--- src/rtl/fic0_apb_slot_ctrl.sv ---
// FIC_0 APB fan-out: decodes one of up to 16 4 KB slots, re-issues the transfer
// downstream through registered outputs, and answers timeouts/decode misses with PSLVERR.

module fic0_apb_slot_lane (
  input  logic clk,
  input  logic rst_n,
  input  logic sel_d,
  input  logic to_set,
  input  logic to_clr,
  output logic psel,
  output logic tstat
);
  always_ff @(posedge clk or negedge rst_n) begin
    if (!rst_n) begin
      psel  <= 1'b0;
      tstat <= 1'b0;
    end else begin
      psel <= sel_d;
      // a timeout landing in the same cycle as a clear pulse must not be lost
      if (to_set)      tstat <= 1'b1;
      else if (to_clr) tstat <= 1'b0;
    end
  end
endmodule

module fic0_apb_slot_ctrl #(
  parameter int NUM_SLOTS      = 4,
  parameter int TIMEOUT_CYCLES = 255
) (
  input  logic                      MCCC_CLK_BASE,
  input  logic                      MSS_RESET_N_M2F,
  input  logic [31:0]               FIC_0_APB_M_PADDR,
  input  logic                      FIC_0_APB_M_PSEL,
  input  logic                      FIC_0_APB_M_PENABLE,
  input  logic                      FIC_0_APB_M_PWRITE,
  input  logic [31:0]               FIC_0_APB_M_PWDATA,
  output logic [31:0]               FIC_0_APB_M_PRDATA,
  output logic                      FIC_0_APB_M_PREADY,
  output logic                      FIC_0_APB_M_PSLVERR,
  output logic [NUM_SLOTS-1:0]      S_PSEL,
  output logic                      S_PENABLE,
  output logic                      S_PWRITE,
  output logic [11:0]               S_PADDR,
  output logic [31:0]               S_PWDATA,
  input  logic [32*NUM_SLOTS-1:0]   S_PRDATA,
  input  logic [NUM_SLOTS-1:0]      S_PREADY,
  input  logic [NUM_SLOTS-1:0]      S_PSLVERR,
  output logic [NUM_SLOTS-1:0]      TIMEOUT_STATUS,
  input  logic [NUM_SLOTS-1:0]      TIMEOUT_CLR,
  output logic [7:0]                ERR_COUNT
);
  localparam int CW = 10;
  localparam logic [CW-1:0] TO_LAST = CW'(TIMEOUT_CYCLES - 1);

  typedef enum logic [1:0] {IDLE, DS_SETUP, DS_ACCESS, RESP} state_t;

  state_t          state_q, state_d;
  logic [3:0]      idx_q, idx_d;
  logic [11:0]     addr_d;
  logic            wr_d;
  logic [31:0]     wdata_d;
  logic [CW-1:0]   cnt_q, cnt_d;
  logic            pready_d, pslverr_d, penable_d, sel_en_d, to_set;
  logic [31:0]     prdata_d;
  logic            ready_sel, slverr_sel;
  logic [31:0]     rdata_sel;
  logic            unused_paddr_hi;

  assign unused_paddr_hi = ^FIC_0_APB_M_PADDR[31:16];

  // response mux for the slot captured at setup
  always_comb begin
    ready_sel  = 1'b0;
    slverr_sel = 1'b0;
    rdata_sel  = '0;
    for (int n = 0; n < NUM_SLOTS; n++) begin
      if (idx_q == 4'(n)) begin
        ready_sel  = S_PREADY[n];
        slverr_sel = S_PSLVERR[n];
        rdata_sel  = S_PRDATA[32*n +: 32];
      end
    end
  end

  // next-state and next-output values; every output is a flop loaded from here
  always_comb begin
    state_d   = state_q;
    idx_d     = idx_q;
    addr_d    = S_PADDR;
    wr_d      = S_PWRITE;
    wdata_d   = S_PWDATA;
    cnt_d     = cnt_q;
    pready_d  = 1'b0;
    pslverr_d = 1'b0;
    prdata_d  = '0;
    penable_d = 1'b0;
    sel_en_d  = 1'b0;
    to_set    = 1'b0;
    unique case (state_q)
      IDLE: begin
        if (FIC_0_APB_M_PSEL && !FIC_0_APB_M_PENABLE) begin
          idx_d   = FIC_0_APB_M_PADDR[15:12];
          addr_d  = FIC_0_APB_M_PADDR[11:0];
          wr_d    = FIC_0_APB_M_PWRITE;
          wdata_d = FIC_0_APB_M_PWDATA;
          if ({1'b0, FIC_0_APB_M_PADDR[15:12]} < 5'(NUM_SLOTS)) begin
            state_d  = DS_SETUP;
            sel_en_d = 1'b1;
          end else begin
            state_d   = RESP;
            pready_d  = 1'b1;
            pslverr_d = 1'b1;
          end
        end
      end
      DS_SETUP: begin
        cnt_d     = '0;
        state_d   = DS_ACCESS;
        sel_en_d  = 1'b1;
        penable_d = 1'b1;
      end
      DS_ACCESS: begin
        cnt_d = cnt_q + 1'b1;
        if (ready_sel) begin
          state_d   = RESP;
          pready_d  = 1'b1;
          prdata_d  = rdata_sel;
          pslverr_d = slverr_sel;
        end else if (cnt_q == TO_LAST) begin
          state_d   = RESP;
          pready_d  = 1'b1;
          pslverr_d = 1'b1;
          to_set    = 1'b1;
        end else begin
          sel_en_d  = 1'b1;
          penable_d = 1'b1;
        end
      end
      RESP: state_d = IDLE;
      default: state_d = IDLE;
    endcase
  end

  always_ff @(posedge MCCC_CLK_BASE or negedge MSS_RESET_N_M2F) begin
    if (!MSS_RESET_N_M2F) begin
      state_q             <= IDLE;
      idx_q               <= '0;
      cnt_q               <= '0;
      S_PADDR             <= '0;
      S_PWRITE            <= 1'b0;
      S_PWDATA            <= '0;
      S_PENABLE           <= 1'b0;
      FIC_0_APB_M_PREADY  <= 1'b0;
      FIC_0_APB_M_PSLVERR <= 1'b0;
      FIC_0_APB_M_PRDATA  <= '0;
      ERR_COUNT           <= '0;
    end else begin
      state_q             <= state_d;
      idx_q               <= idx_d;
      cnt_q               <= cnt_d;
      S_PADDR             <= addr_d;
      S_PWRITE            <= wr_d;
      S_PWDATA            <= wdata_d;
      S_PENABLE           <= penable_d;
      FIC_0_APB_M_PREADY  <= pready_d;
      FIC_0_APB_M_PSLVERR <= pslverr_d;
      FIC_0_APB_M_PRDATA  <= prdata_d;
      // error responses are counted as RESP retires
      if (state_q == RESP && FIC_0_APB_M_PSLVERR && ERR_COUNT != 8'hFF)
        ERR_COUNT <= ERR_COUNT + 8'd1;
    end
  end

  for (genvar n = 0; n < NUM_SLOTS; n++) begin : g_lane
    fic0_apb_slot_lane u_lane (
      .clk    (MCCC_CLK_BASE),
      .rst_n  (MSS_RESET_N_M2F),
      .sel_d  (sel_en_d && (idx_d == 4'(n))),
      .to_set (to_set && (idx_q == 4'(n))),
      .to_clr (TIMEOUT_CLR[n]),
      .psel   (S_PSEL[n]),
      .tstat  (TIMEOUT_STATUS[n])
    );
  end

endmodule

--- config.mk ---
export PLATFORM = sky130hd
export DESIGN_NAME = fic0_apb_slot_ctrl
export DESIGN_NICKNAME = d
export VERILOG_FILES = /design/src/rtl/fic0_apb_slot_ctrl.sv
export SDC_FILE = /design/constraint.sdc
export NUM_CORES = 1
export LEC_CHECK = 0
export CAP_MARGIN = 20
export CORE_ASPECT_RATIO = 0.5
export CORE_UTILIZATION = 42
export CTS_BUF_LIST = sky130_fd_sc_hd__clkbuf_8 sky130_fd_sc_hd__clkbuf_16
export CTS_CLUSTER_SIZE = 28
export DETAILED_ROUTE_END_ITERATION = 12
export PLACE_DENSITY = 0.93
export SLEW_MARGIN = 20
export SYNTH_ARGS = -nofsm -noshare
export SYNTH_HDL_FRONTEND = slang
export SYNTH_SLANG_ARGS = --single-unit
--- constraint.sdc ---
create_clock -name MCCC_CLK_BASE -period 6.2 [get_ports MCCC_CLK_BASE]
set_clock_uncertainty 0.2 [all_clocks]
set_input_delay 1.24 -clock MCCC_CLK_BASE [delete_from_list [all_inputs] [get_ports MCCC_CLK_BASE]]
set_output_delay 1.24 -clock MCCC_CLK_BASE [all_outputs]
set_load 0.1 [all_outputs]
# --- Yosys cells after proc, flatten, opt, wreduce, memory -nomap -nowiden ---
# Index checks and enable logic that the tools add are counted.
# Widths: inputs -> output; s select.
classes:
  add_sub_neg: 2
  n_lt_le_gt_ge: 1
  eq_ne: 13
  muxes: 45
  n_reduce_logical: 22
op_table:
  columns: ["operator", "count"]
  rows:
  - ["$mux 32", 6]
  - ["$mux 1", 27]
  - ["$pmux 10 s2", 1]
  - ["$eq 4x2->1 const B", 4]
  - ["$logic_and 1x1->1", 11]
  - ["$add 10x1->10 const B", 1]
  - ["$eq 10x8->1 const B", 1]
  - ["$reduce_bool 2->1", 5]
  - ["$add 8x1->8 const B", 1]
  - ["$eq 4x1->1 const B", 2]
  - ["$logic_not 4->1", 2]
  - ["$mux 2", 4]
  - ["$mux 4", 2]
  - ["$ne 8x8->1 const B", 1]
  - ["$pmux 2 s4", 1]
  - ["$pmux 1 s2", 3]
  - ["$eq 2x2->1 const B", 2]
  - ["$lt 4x3->1 const B", 1]
  - ["$reduce_and 2->1", 2]
  - ["$ne 3x3->1 const B", 1]
  - ["$pmux 1 s3", 1]
  - ["$eq 2x1->1 const B", 1]
  - ["$logic_not 2->1", 1]
  - ["$ne 2x2->1 const B", 1]
  - ["$logic_not 1->1", 1]
word_totals:
  ff_bits: 112
  inputBits: 209
  output_inout_bits: 96
  elab_cells: 102

# --- Logic depth before layout (Yosys ltp) ---
# Gate-level depths: netlist (run 1).
logic_depth:
  ltp_word: 9
  mapped_depth: 7
  mapped_depth_nobuf: 6

# --- Cells and area by module ---
# Synthesis (run 1) repeated with hierarchy kept, for this count alone.
unflattened:
  cells_unflattened: 444
  hier_area_um2: 5205.0
modules_own_cells:
  columns: ["module", "n_inst", "cells_each", "area_per_inst_um2", "seq_area_each_um2"]
  rows:
  - ["fic0_apb_slot_ctrl", 1, 428, 4959.8, 2602.5]
  - ["fic0_apb_slot_lane", 4, 4, 61.3, 50.0]

# --- Worst setup path after synthesis (run 1) ---
# Ideal clock, no wire load.
synth_path:
  path_kind: "in2reg"
  startpoint: "input port FIC_0_APB_M_PENABLE"
  endpoint: "register S_PADDR[10]"
  setup_ps: 126
  arrival_ps: 2251
  required_ps: 5874
  setup_slack_ps: 3623
  path_stages: 4
  n_path_buf: 2
  path_cell_list: "nand3b_1 > buf_2 > buf_2 > mux2_2"
synth_via:
  elab_chain_len: 3
synth_rtl:
  columns: ["element", "line", "text"]
  rows:
  - ["from (decl)", "34", "input logic FIC_0_APB_M_PENABLE,"]
  - ["$logic_not 1->1", "101", "if (FIC_0_APB_M_PSEL && !FIC_0_APB_M_PENABLE) begin"]
  - ["$logic_and 1x1->1", "101", null]
  - ["$reduce_and 2->1 (no line)", null, null]
  - ["to (signal assigned)", "161", "S_PADDR <= addr_d;"]
  - ["to (decl)", "43", "output logic [11:0] S_PADDR,"]
# No other way between the ends.
# A chain may end at the register's enable or synchronous reset.

# --- Worst setup path in the final report (run 1) ---
layout_path:
  startpoint: "register ERR_COUNT[2]"
  endpoint: "output port ERR_COUNT[2]"
layout_rtl:
  columns: ["element", "line", "text"]
  rows:
  - ["from (decl)", "50", "output logic [7:0] ERR_COUNT"]
  - ["from (signal assigned)", "170", "ERR_COUNT <= ERR_COUNT + 8'd1;"]
# No word-level cell between the ends.

==> results of run 1 <==
[sequential cells by signal, summed over array words and instances (netlist names)]
name,count
ERR_COUNT,8
FIC_0_APB_M_PRDATA,32
FIC_0_APB_M_PREADY,1
FIC_0_APB_M_PSLVERR,1
S_PADDR,12
S_PENABLE,1
S_PWDATA,32
S_PWRITE,1
cnt_q,10
g_lane.u_lane.psel,4
g_lane.u_lane.tstat,4
idx_q,4
state_q,2
[power by group]
group          internal [mW]  leakage [nW]  total [mW]  switching [mW]
logic                  0.817          2.09        2.90            2.08
registers              0.951          1.45        1.11           0.163
clock network          0.331         0.162       0.630           0.300
total                   2.10          3.70        4.64            2.54
[cell usage in the layout, fill, tap and decap left out, types with 3 or more instances in the layout]
master	instances
clkdlybuf4s50_1	287
dfrtp_1	111
mux2_2	48
mux2i_1	39
a211oi_1	32
and2_1	31
a211oi_2	28
inv_1	12
nor2_1	12
o21ai_0	11
nand2_1	10
clkbuf_16	9
ha_1	8
buf_4	7
xor2_1	6
xnor2_1	6
nand2b_1	5
nand4_1	5
nand3_1	5
nor3_1	4
and3_1	4
o31ai_1	4
a21oi_1	3
inv_8	3
[metrics by stage]
| step | hold slack [ns] | instances | instance area (um^2) | power, mW |
|---|---|---|---|---|
| 2_1_floorplan | 0.257 | 445 | 5540 | 3.30 |
| 3_3_place_gp | 0.270 | 874 | 8480 | 3.97 |
| 3_5_place_dp | 0.277 | 874 | 8480 | 4.02 |
| 4_1_cts | 0.297 | 890 | 8810 | 4.66 |
| 5_1_grt | 0.318 | 890 | 8810 | 4.82 |
| 6_report | 0.292 | 890 | 8810 | 4.64 |
[per-layer routing]
layer	GRT usage (%)	vias to the layer above	routed length [um]
met1	26.7	2295	6360
met5	0	-	0
met3	4.25	30	657
li1	-	2143	-
met4	7.01	0	340
met2	43.4	125	8270
[cells by family after synthesis]
kind of cell	share of synthesized area, %
muxes	17.2
AOI/OAI and AO/OA	14.0
xor gates and xnor gates	1.90
and+or+nand+nor	9.98
adders and majority gates	1.81
buffers and inverters	4.49
DFF	50.6
[final cells by class]
cell class / instances / area (um^2) / area share [%]
repair buffers: 294 / 2930 / 33.2
flip-flops and latches: 112 / 2800 / 31.8
multi-input cells: 286 / 2490 / 28.3
clock buffers: 9 / 225 / 2.56
well taps: 170 / 213 / 2.41
clock inverters: 7 / 105 / 1.19
inverters: 12 / 45.0 / 0.511
[worst paths after layout]
path / start / endpoint / slack (ns) / depth (start not counted)
hold / removal: g_lane[2].u_lane.tstat / g_lane[2].u_lane.tstat / 0.29 / 2
hold reg to reg: g_lane[2].u_lane.tstat / g_lane[2].u_lane.tstat / 0.29 / 2
setup / recovery: ERR_COUNT[2] / ERR_COUNT[2] / 2.77 / 1
setup reg to reg: idx_q[0] / FIC_0_APB_M_PRDATA[0] / 3.13 / 5
min in group asynchronous: MSS_RESET_N_M2F / S_PWDATA[24] / 0.71 / 1
max in group asynchronous: MSS_RESET_N_M2F / idx_q[0] / 3.79 / 2
==> metrics, run 1 <==
status complete, no violations; crit path DAT 1.99 ns; core footprint 0.0128 mm^2; Critical path buffers and inverters 1; CTS Buf Count 9; Layout area overhead 59.0%; root buffer cell clkbuf_16; via count 4593; Clock Path Buffers 2; Netlist cell types 45; Top delay family on crit path buffers and inverters; Layout Nets 932; cells after synthesis 445; Hold Path Class flop to flop; Final Max Tran Viols 0; prevailing post-synth register cell dfrtp_1; DP Wirelength 11800 um; area share of the largest cell type after synthesis 50.6%; die span in y 83.2 um; Setup Crit Path Kind flop to primary output; post-DR vias/cell 5.16; pre-CTS WS 2.49 ns; starting density of the core 43.4%; RSZ-0062 raised after global routing no; FP Rows 29; Post-synth EDFFs 0; critical path fanouts, max 6; filler cell count 907; cts hold-fix bufs 0; period utilisation layout 55.3%; synth warn 0; antenna cells 0; Final Critical Period 3.43 ns; Peak supply drop 0.000488 V; Synth area leaders dfrtp_1 51%, mux2_2 9.8%, mux2i_1 7.0%, a211oi_2 6.3%, a211oi_1 4.3%; wire per inst 17.6 um; CTS resizes 0; Setup Viol. Count Final 0; top-count cell post-synth dfrtp_1; crit path capture type primary output; Avg Cell Area, Syn 12.5 um^2; layout cell share with drive strength beyond 1 15.6%; sequential share of the synthesized area 50.6%; H-tree levels 3; CTS tree done; vias in the first global route 4890; worst slew pin tran 1.11 ns; slowest stage delay, CP 1.17 ns; PD cells 527 mW/mm^2; first-pass GRT wire length 24600 um; slowest stage cell, crit path clkdlybuf4s50_1; post-layout util 69.0%; endpoints failing hold 0; DIE AREA 0.0137 mm^2; CTS clk-pin slew, worst paths 0.08 ns; max frequency 0.291 GHz; antenna viol nets, final 0; largest net degree at the start of global routing 60; Critical Path RT 4.76 ns; Post-synth top cells 112 x dfrtp_1, 48 x mux2_2, 39 x mux2i_1, 32 x a211oi_1, 31 x and2_1; Final GP Congestion 0.800; worst rel slew slack 25.6%; CTS Sinks 112; PortBufs 288; Cell Area, Synth 0.00554 mm^2; Die X 164 um; clk_lat worst skew 0.35 ns; gr usage total 23.2%; kind of start point of the critical path flop; initial antenna violation count 0; GRT overflow 0; drt first-iter violations 263; Cell Chain, Critical Path clkdlybuf4s50_1; Lkg Pwr 3.70 nW; register bit total from synthesis 112; setup TNS 0 ns; Net Count, Synth 662; post-CTS setup buffers 0; maxcap violations 0; # DRC 0; Post-synth ARST share 100%; router iterations before antenna repair 4; area leader, netlist dfrtp_1; num ports 305; worst setup margin 2.77 ns; Detailed Route WL 15600 um
Power figures use the tool's default switching activity.
==> inputs of run 2 (changes only) <==
--- a/config.mk
+++ b/config.mk
@@ -7,11 +7,11 @@
 export LEC_CHECK = 0
 export CAP_MARGIN = 20
 export CORE_ASPECT_RATIO = 0.5
-export CORE_UTILIZATION = 42
+export CORE_UTILIZATION = 35
 export CTS_BUF_LIST = sky130_fd_sc_hd__clkbuf_8 sky130_fd_sc_hd__clkbuf_16
 export CTS_CLUSTER_SIZE = 28
 export DETAILED_ROUTE_END_ITERATION = 12
-export PLACE_DENSITY = 0.93
+export PLACE_DENSITY = 0.84
 export SLEW_MARGIN = 20
 export SYNTH_ARGS = -nofsm -noshare
 export SYNTH_HDL_FRONTEND = slang
==> constraint.sdc (replaced) <==
create_clock -name MCCC_CLK_BASE -period 2.9 [get_ports MCCC_CLK_BASE]
set_clock_uncertainty 0.2 [all_clocks]
set_input_delay 0.58 -clock MCCC_CLK_BASE [delete_from_list [all_inputs] [get_ports MCCC_CLK_BASE]]
set_output_delay 0.58 -clock MCCC_CLK_BASE [all_outputs]
set_load 0.1 [all_outputs]
==> run 2 against run 1 <==
The flow now finishes with violations (DRC). Core utilization decreased by 13 points. Total power up 110%. Combinational power rose by 110%. Sequential share of layout area is 0.59 points higher. Wire length grew 0.59%. Critical path depth rose by 4. Non-clock buffer count is 5 higher. Die area up 20%. Critical path type is now flop to flop. Critical endpoint is now FIC_0_APB_M_PRDATA[20]. Largest power group unchanged.
==> metrics, run 2 (synthesized netlist as in run 1, its figures left out) <==
Regs by FF count FIC_0_APB_M_PRDATA x32, S_PWDATA x32, S_PADDR x12 (unchanged); CTS resizes 0 (unchanged); Layout area overhead 56.1% (was 59.0%); worst reg2reg startpoint idx_q[1] (was idx_q[0]); critical path launch point idx_q[1] (was ERR_COUNT[2]); Critical Path RT 2.94 ns (was 4.76 ns); most frequent cells in the layout 191 x clkdlybuf4s50_1, 111 x dfrtp_1, 106 x buf_4 (was 287 x clkdlybuf4s50_1, 111 x dfrtp_1, 48 x mux2_2); critical path fanouts, max 32 (was 6); dpl cell area 0.00835 mm^2 (was 0.00848 mm^2); H-tree levels 3 (unchanged); Final Critical Period 2.29 ns; Setup Crit Path Kind flop to flop (was flop to primary output); cts hold-fix bufs 0 (unchanged); period utilisation layout 79.0%; crit path DAT 2.33 ns (was 1.99 ns); NetSw 5.44 mW (was 2.54 mW); initial antenna violation count 0 (unchanged); filler cell count 1327 (was 907); most common cell after layout, fill and taps aside clkdlybuf4s50_1 (unchanged); crit path capture type flop (was primary output); status finished with violations (was complete, no violations); endpoints failing hold 0 (unchanged); antenna cells 0 (unchanged); Overall Power 9.74 mW (was 4.64 mW); CTS tree done (unchanged); Clock Path Buffers 2 (unchanged); Detailed Route WL 15700 um (was 15600 um); router iterations before antenna repair 8 (was 4); clk_lat worst skew 0.35 ns (about the same); Peak supply drop 0.000660 V (was 0.000488 V); failing checks DRC; CTS Buf Count 9 (unchanged); setup TNS 0 ns (unchanged); num ports 305 (unchanged); worst rel slew slack 53.7% (was 25.6%); gr usage total 19.4% (was 23.2%); Hold Path Class input port to async pin (was flop to flop); Sequential Power Share 23.8% (was 24.0%); die span in y 91.0 um (was 83.2 um); drt first-iter violations 207 (was 263); CTS Sinks 112 (unchanged); DIE AREA 0.0164 mm^2 (was 0.0137 mm^2); post-CTS setup buffers 0 (unchanged); clock network power share 12.9% (was 13.6%); Switching Share 55.8% (was 54.8%); slowest stage cell, crit path or3b_1 (was clkdlybuf4s50_1); Final Max Tran Viols 0 (unchanged); vias in the first global route 4727 (was 4890); Internal Power 4.30 mW (was 2.10 mW); DP Wirelength 12300 um (was 11800 um); kind of start point of the critical path flop (unchanged); core footprint 0.0155 mm^2 (was 0.0128 mm^2); FP Rows 32 (was 29); metal3 WL 575 um (was 657 um); worst slew pin tran 0.694 ns (was 1.11 ns); Setup Viol. Count Final 0 (unchanged); maxcap violations 0 (unchanged); Lkg Pwr 3.87 nW (was 3.70 nW); R2R setup slack 0.61 ns (was 3.13 ns); combinational share of power 63.2% (was 62.4%); PD cells 1130 mW/mm^2 (was 527 mW/mm^2); Die X 180 um (was 164 um); max frequency 0.437 GHz; root buffer cell clkbuf_16 (unchanged); highest routing layer actually used met4 (unchanged); worst setup margin 0.610 ns (was 2.77 ns); met2 WL post-DR 8520 um (was 8270 um); slowest stage delay, CP 0.48 ns (was 1.17 ns); pre-CTS WS 0.404 ns (was 2.49 ns); Layout Nets 937 (was 932); antenna viol nets, final 0 (unchanged); starting density of the core 35.9% (was 43.4%); Cell Chain, Critical Path buf_4 > or3b_1 > o22ai_4 > nand2_4 > a211oi_2 (was clkdlybuf4s50_1); first-pass GRT wire length 24900 um (was 24600 um); RSZ-0062 raised after global routing no (unchanged); layout cell share with drive strength beyond 1 29.4% (was 15.6%); PortBufs 288 (unchanged); DRT met1 WL 6290 um (was 6360 um); Final GP Congestion 0.865 (was 0.800); wire per inst 16.9 um (was 17.6 um); design area 0.00865 mm^2 (was 0.00881 mm^2); via count 4501 (was 4593); CTS clk-pin slew, worst paths 0.09 ns (was 0.08 ns); post-DR vias/cell 4.84 (was 5.16); largest net degree at the start of global routing 53 (was 60); # DRC 5 (was 0); GRT overflow 0 (unchanged)
[run 2: changes by cell type in the layout (fill, tap and decap cells not counted), sizes merged]
cell	previous run	this run
buf	7	108
clkdlybuf4s50	287	191
bufinv	1	0
clkbuf	9	10
clkinv	2	1
inv	16	17
[run 2: through the flow]
stage | hold slack [ns] | utilization, % | instances
floorplan | 0.0844 | - | 445
global placement | 0.275 | 54.0 | 913
CTS | 0.0663 | 56.0 | 929
global route | 0.0782 | 56.0 | 929
detailed placement | 0.291 | 54.0 | 913
finish | 0.0443 | 56.0 | 929
[run 2: path summary, 6_finish.rpt]
path,cells after the start,end
worst min-delay path,1,S_PWDATA[28]
max in group asynchronous,2,S_PWDATA[4]
worst max register to register,5,FIC_0_APB_M_PRDATA[20]
min in group MCCC_CLK_BASE,2,g_lane[2].u_lane.tstat
worst min register to register,2,g_lane[2].u_lane.tstat
worst max-delay path,5,FIC_0_APB_M_PRDATA[20]
[run 2: layer usage]
| layer | up-vias | GRT usage (%) |
|---|---|---|
| met1 | 2209 | 22.7 |
| met3 | 24 | 3.81 |
| li1 | 2150 | - |
| met5 | - | 0 |
| met2 | 118 | 36.0 |
| met4 | 0 | 5.89 |
[run 2: cell type report]
type,count,area [um^2],share of cell area (%)
multi-input combinational,286,2490,28.8
sequential,112,2800,32.4
timing repair buffer,299,2750,31.8
inverter,12,45.0,0.521
clock inverter,6,65.1,0.752
clock buffer,10,239,2.76
tap,204,255,2.95
[run 2: worst max-delay path: cells and delay by family (launching register included)]
kind | cells | cell delay, ns
AND/OR/NAND/NOR | 2 | 0.83
AO/OA/AOI/OAI | 2 | 0.58
buffers and inverters | 1 | 0.22
flip-flops | 1 | 0.33
[run 2: power by group through the flow]
stage                     logic [mW]  registers (mW)  clock network, mW
after global placement          6.11            2.33                  0
after CTS                       6.19            2.32               1.30
after detailed placement        6.17            2.35                  0
after global routing            6.39            2.39               1.36
final                           6.16            2.32               1.26
after floorplan                 1.78            5.27                  0
==> inputs of run 3 (changes only) <==
--- a/config.mk
+++ b/config.mk
@@ -7,11 +7,11 @@
 export LEC_CHECK = 0
 export CAP_MARGIN = 20
 export CORE_ASPECT_RATIO = 0.5
-export CORE_UTILIZATION = 35
+export CORE_UTILIZATION = 39
 export CTS_BUF_LIST = sky130_fd_sc_hd__clkbuf_8 sky130_fd_sc_hd__clkbuf_16
 export CTS_CLUSTER_SIZE = 28
 export DETAILED_ROUTE_END_ITERATION = 12
-export PLACE_DENSITY = 0.84
+export PLACE_DENSITY = 0.88
 export SLEW_MARGIN = 20
 export SYNTH_ARGS = -nofsm -noshare
 export SYNTH_HDL_FRONTEND = slang
==> constraint.sdc (replaced) <==
create_clock -name MCCC_CLK_BASE -period 2.3 [get_ports MCCC_CLK_BASE]
set_clock_uncertainty 0.2 [all_clocks]
set_input_delay 0.46 -clock MCCC_CLK_BASE [delete_from_list [all_inputs] [get_ports MCCC_CLK_BASE]]
set_output_delay 0.46 -clock MCCC_CLK_BASE [all_outputs]
set_load 0.1 [all_outputs]
==> run 3 against run 2 <==
The run now ends clean. Largest cell class is now non-clock buffers. Via count up 2.0%. Largest power group unchanged. Design area up 1.5%. First-iteration DRC count up 0.97%.
==> metrics, run 3 (synthesized netlist as in run 1, its figures left out) <==
Internal Power 5.60 mW (was 4.30 mW); crit path DAT 2.16 ns (was 2.33 ns); Final Critical Period 2.12 ns (was 2.29 ns); worst setup margin 0.183 ns (was 0.610 ns); first-pass GRT wire length 24800 um (was 24900 um); Layout area overhead 58.5% (was 56.1%); worst rel slew slack 58.3% (was 53.7%); Sequential Power Share 23.6% (was 23.8%); most common cell after layout, fill and taps aside clkdlybuf4s50_1 (unchanged); critical path fanouts, max 12 (was 32); Top delay family on crit path simple AND/OR/NAND/NOR gates (unchanged); multi-input combinational cell area 0.00249 mm^2 (unchanged); kind of start point of the critical path flop (unchanged); worst reg2reg startpoint idx_q[3] (was idx_q[1]); CTS Buf Count 9 (unchanged); hold_sp ERR_COUNT[6]; combinational share of power 63.5% (was 63.2%); setup TNS 0 ns (unchanged); Die X 171 um (was 180 um); initial antenna violation count 0 (unchanged); gr usage total 21.7% (was 19.4%); CTS Sinks 112 (unchanged); filler cell count 1046 (was 1327); via count 4592 (was 4501); root buffer cell clkbuf_16 (unchanged); starting density of the core 40.4% (was 35.9%); CTS clk-pin slew, worst paths 0.07 ns (was 0.09 ns); RSZ-0062 raised after global routing no (unchanged); Final Max Tran Viols 0 (unchanged); Setup Viol. Count Final 0 (unchanged); Overall Power 12.4 mW (was 9.74 mW); FP Rows 30 (was 32); Clock Path Buffers 2 (unchanged); num ports 305 (unchanged); Switching Share 54.9% (was 55.8%); hold slack final 0.306 ns (was 0.0443 ns); Layout Nets 946 (was 937); router iterations before antenna repair 4 (was 8); Regs by FF count FIC_0_APB_M_PRDATA x32, S_PWDATA x32, S_PADDR x12 (unchanged); Critical Path RT 2.34 ns (was 2.94 ns); largest net degree at the start of global routing 59 (was 53); period utilisation layout 92.0% (was 79.0%); H-tree levels 3 (unchanged); layout cell share with drive strength beyond 1 30.0% (was 29.4%); DIE AREA 0.0147 mm^2 (was 0.0164 mm^2); maxcap violations 0 (unchanged); die span in y 86.3 um (was 91.0 um); max frequency 0.472 GHz (was 0.437 GHz); wire per inst 17.1 um (was 16.9 um); Cell Chain, Critical Path or3b_1 > o22ai_4 > nand2_4 > buf_12 > a211oi_1 (was buf_4 > or3b_1 > o22ai_4 > nand2_4 > a211oi_2); status complete, no violations (was finished with violations); drt first-iter violations 209 (was 207); Setup Crit Path Kind flop to flop (unchanged); Peak supply drop 0.000783 V (was 0.000660 V); clk_lat worst skew 0.34 ns (was 0.35 ns); crit path capture type flop (unchanged); antenna viol nets, final 0 (unchanged); DP Wirelength 12300 um (about the same); critical path launch point idx_q[3] (was idx_q[1]); Hold Path Class flop to flop (was input port to async pin); CTS tree done (unchanged); Lkg Pwr 3.94 nW (was 3.87 nW); most frequent cells in the layout 191 x clkdlybuf4s50_1, 111 x dfrtp_1, 108 x buf_4 (was 191 x clkdlybuf4s50_1, 111 x dfrtp_1, 106 x buf_4); vias in the first global route 4765 (was 4727); core footprint 0.0137 mm^2 (was 0.0155 mm^2); endpoints failing hold 0 (unchanged); # DRC 0 (was 5); highest routing layer actually used met4 (unchanged); DRT met1 WL 6420 um (was 6290 um); post-layout util 64.1% (was 56.0%); slowest stage delay, CP 0.49 ns (was 0.48 ns); Final GP Congestion 0.820 (was 0.865); Detailed Route WL 15800 um (was 15700 um); antenna cells 0 (unchanged); PD cells 1410 mW/mm^2 (was 1130 mW/mm^2); storage element area 0.00280 mm^2 (unchanged); slowest stage cell, crit path or3b_1 (unchanged); clock network power share 12.9% (about the same); Critical path buffers and inverters 1 (unchanged); pre-CTS WS 0.0276 ns (was 0.404 ns); post-DR vias/cell 4.96 (was 4.84); met2 WL post-DR 8610 um (was 8520 um); PortBufs 288 (unchanged); GRT overflow 0 (unchanged); NetSw 6.81 mW (was 5.44 mW); worst slew pin tran 0.626 ns (was 0.694 ns); metal3 WL 661 um (was 575 um)
-- run 3: what timing repair did --
action / CTS / global route
hold buffers: 1 / 0
setup buffers: 0 / 0
hold endpoints to repair: 42 / 0
gates resized for setup: 0 / 0
-- run 3: worst paths after layout --
kind                       slack (ns)  cells after the start                endpoint
max                              0.18                      5  FIC_0_APB_M_PRDATA[31]
min                              0.31                      1            ERR_COUNT[6]
max reg2reg                      0.18                      5  FIC_0_APB_M_PRDATA[31]
min reg2reg                      0.31                      1            ERR_COUNT[6]
max in group asynchronous        0.78                      3  FIC_0_APB_M_PRDATA[14]
min in group asynchronous        0.47                      2            S_PWDATA[17]
-- run 3: cell type report --
| class | instances | area share, % |
|---|---|---|
| Clock buffer | 10 | 2.72 |
| Multi-Input combinational cell | 286 | 28.4 |
| Inverter | 12 | 0.513 |
| Clock inverter | 6 | 0.769 |
| Timing Repair Buffer | 308 | 32.9 |
| Sequential cell | 112 | 31.9 |
| Tap cell | 192 | 2.74 |
-- run 3: routing by layer --
layer	up-vias	GRT usage, %
met4	0	4.91
met2	125	39.9
met3	10	4.47
li1	2169	-
met1	2288	26.2
met5	-	0
-- run 3: power groups by stage --
stage,combinational [mW],clock [mW],sequential (mW)
final,7.89,1.60,2.93
after global routing,8.19,1.71,2.99
after CTS,7.93,1.64,2.93
after detailed placement,7.91,0,2.96
after global placement,7.81,0,2.92
after floorplan,2.24,0,6.65
-- run 3: worst reg2reg max path, delay by kind of cell, from the launching register on --
kind	cells	cell delay (ns)
AO/OA/AOI/OAI	2	0.48
AND/OR/NAND/NOR	2	0.68
flip-flops	1	0.45
buffers and inverters	1	0.21
-- run 3: through the flow --
| stage | cells | area [um^2] |
|---|---|---|
| after global placement | 909 | 8470 |
| after CTS | 926 | 8780 |
| after floorplan | 445 | 5540 |
| after global routing | 926 | 8780 |
| after detailed placement | 909 | 8470 |
| final | 926 | 8780 |
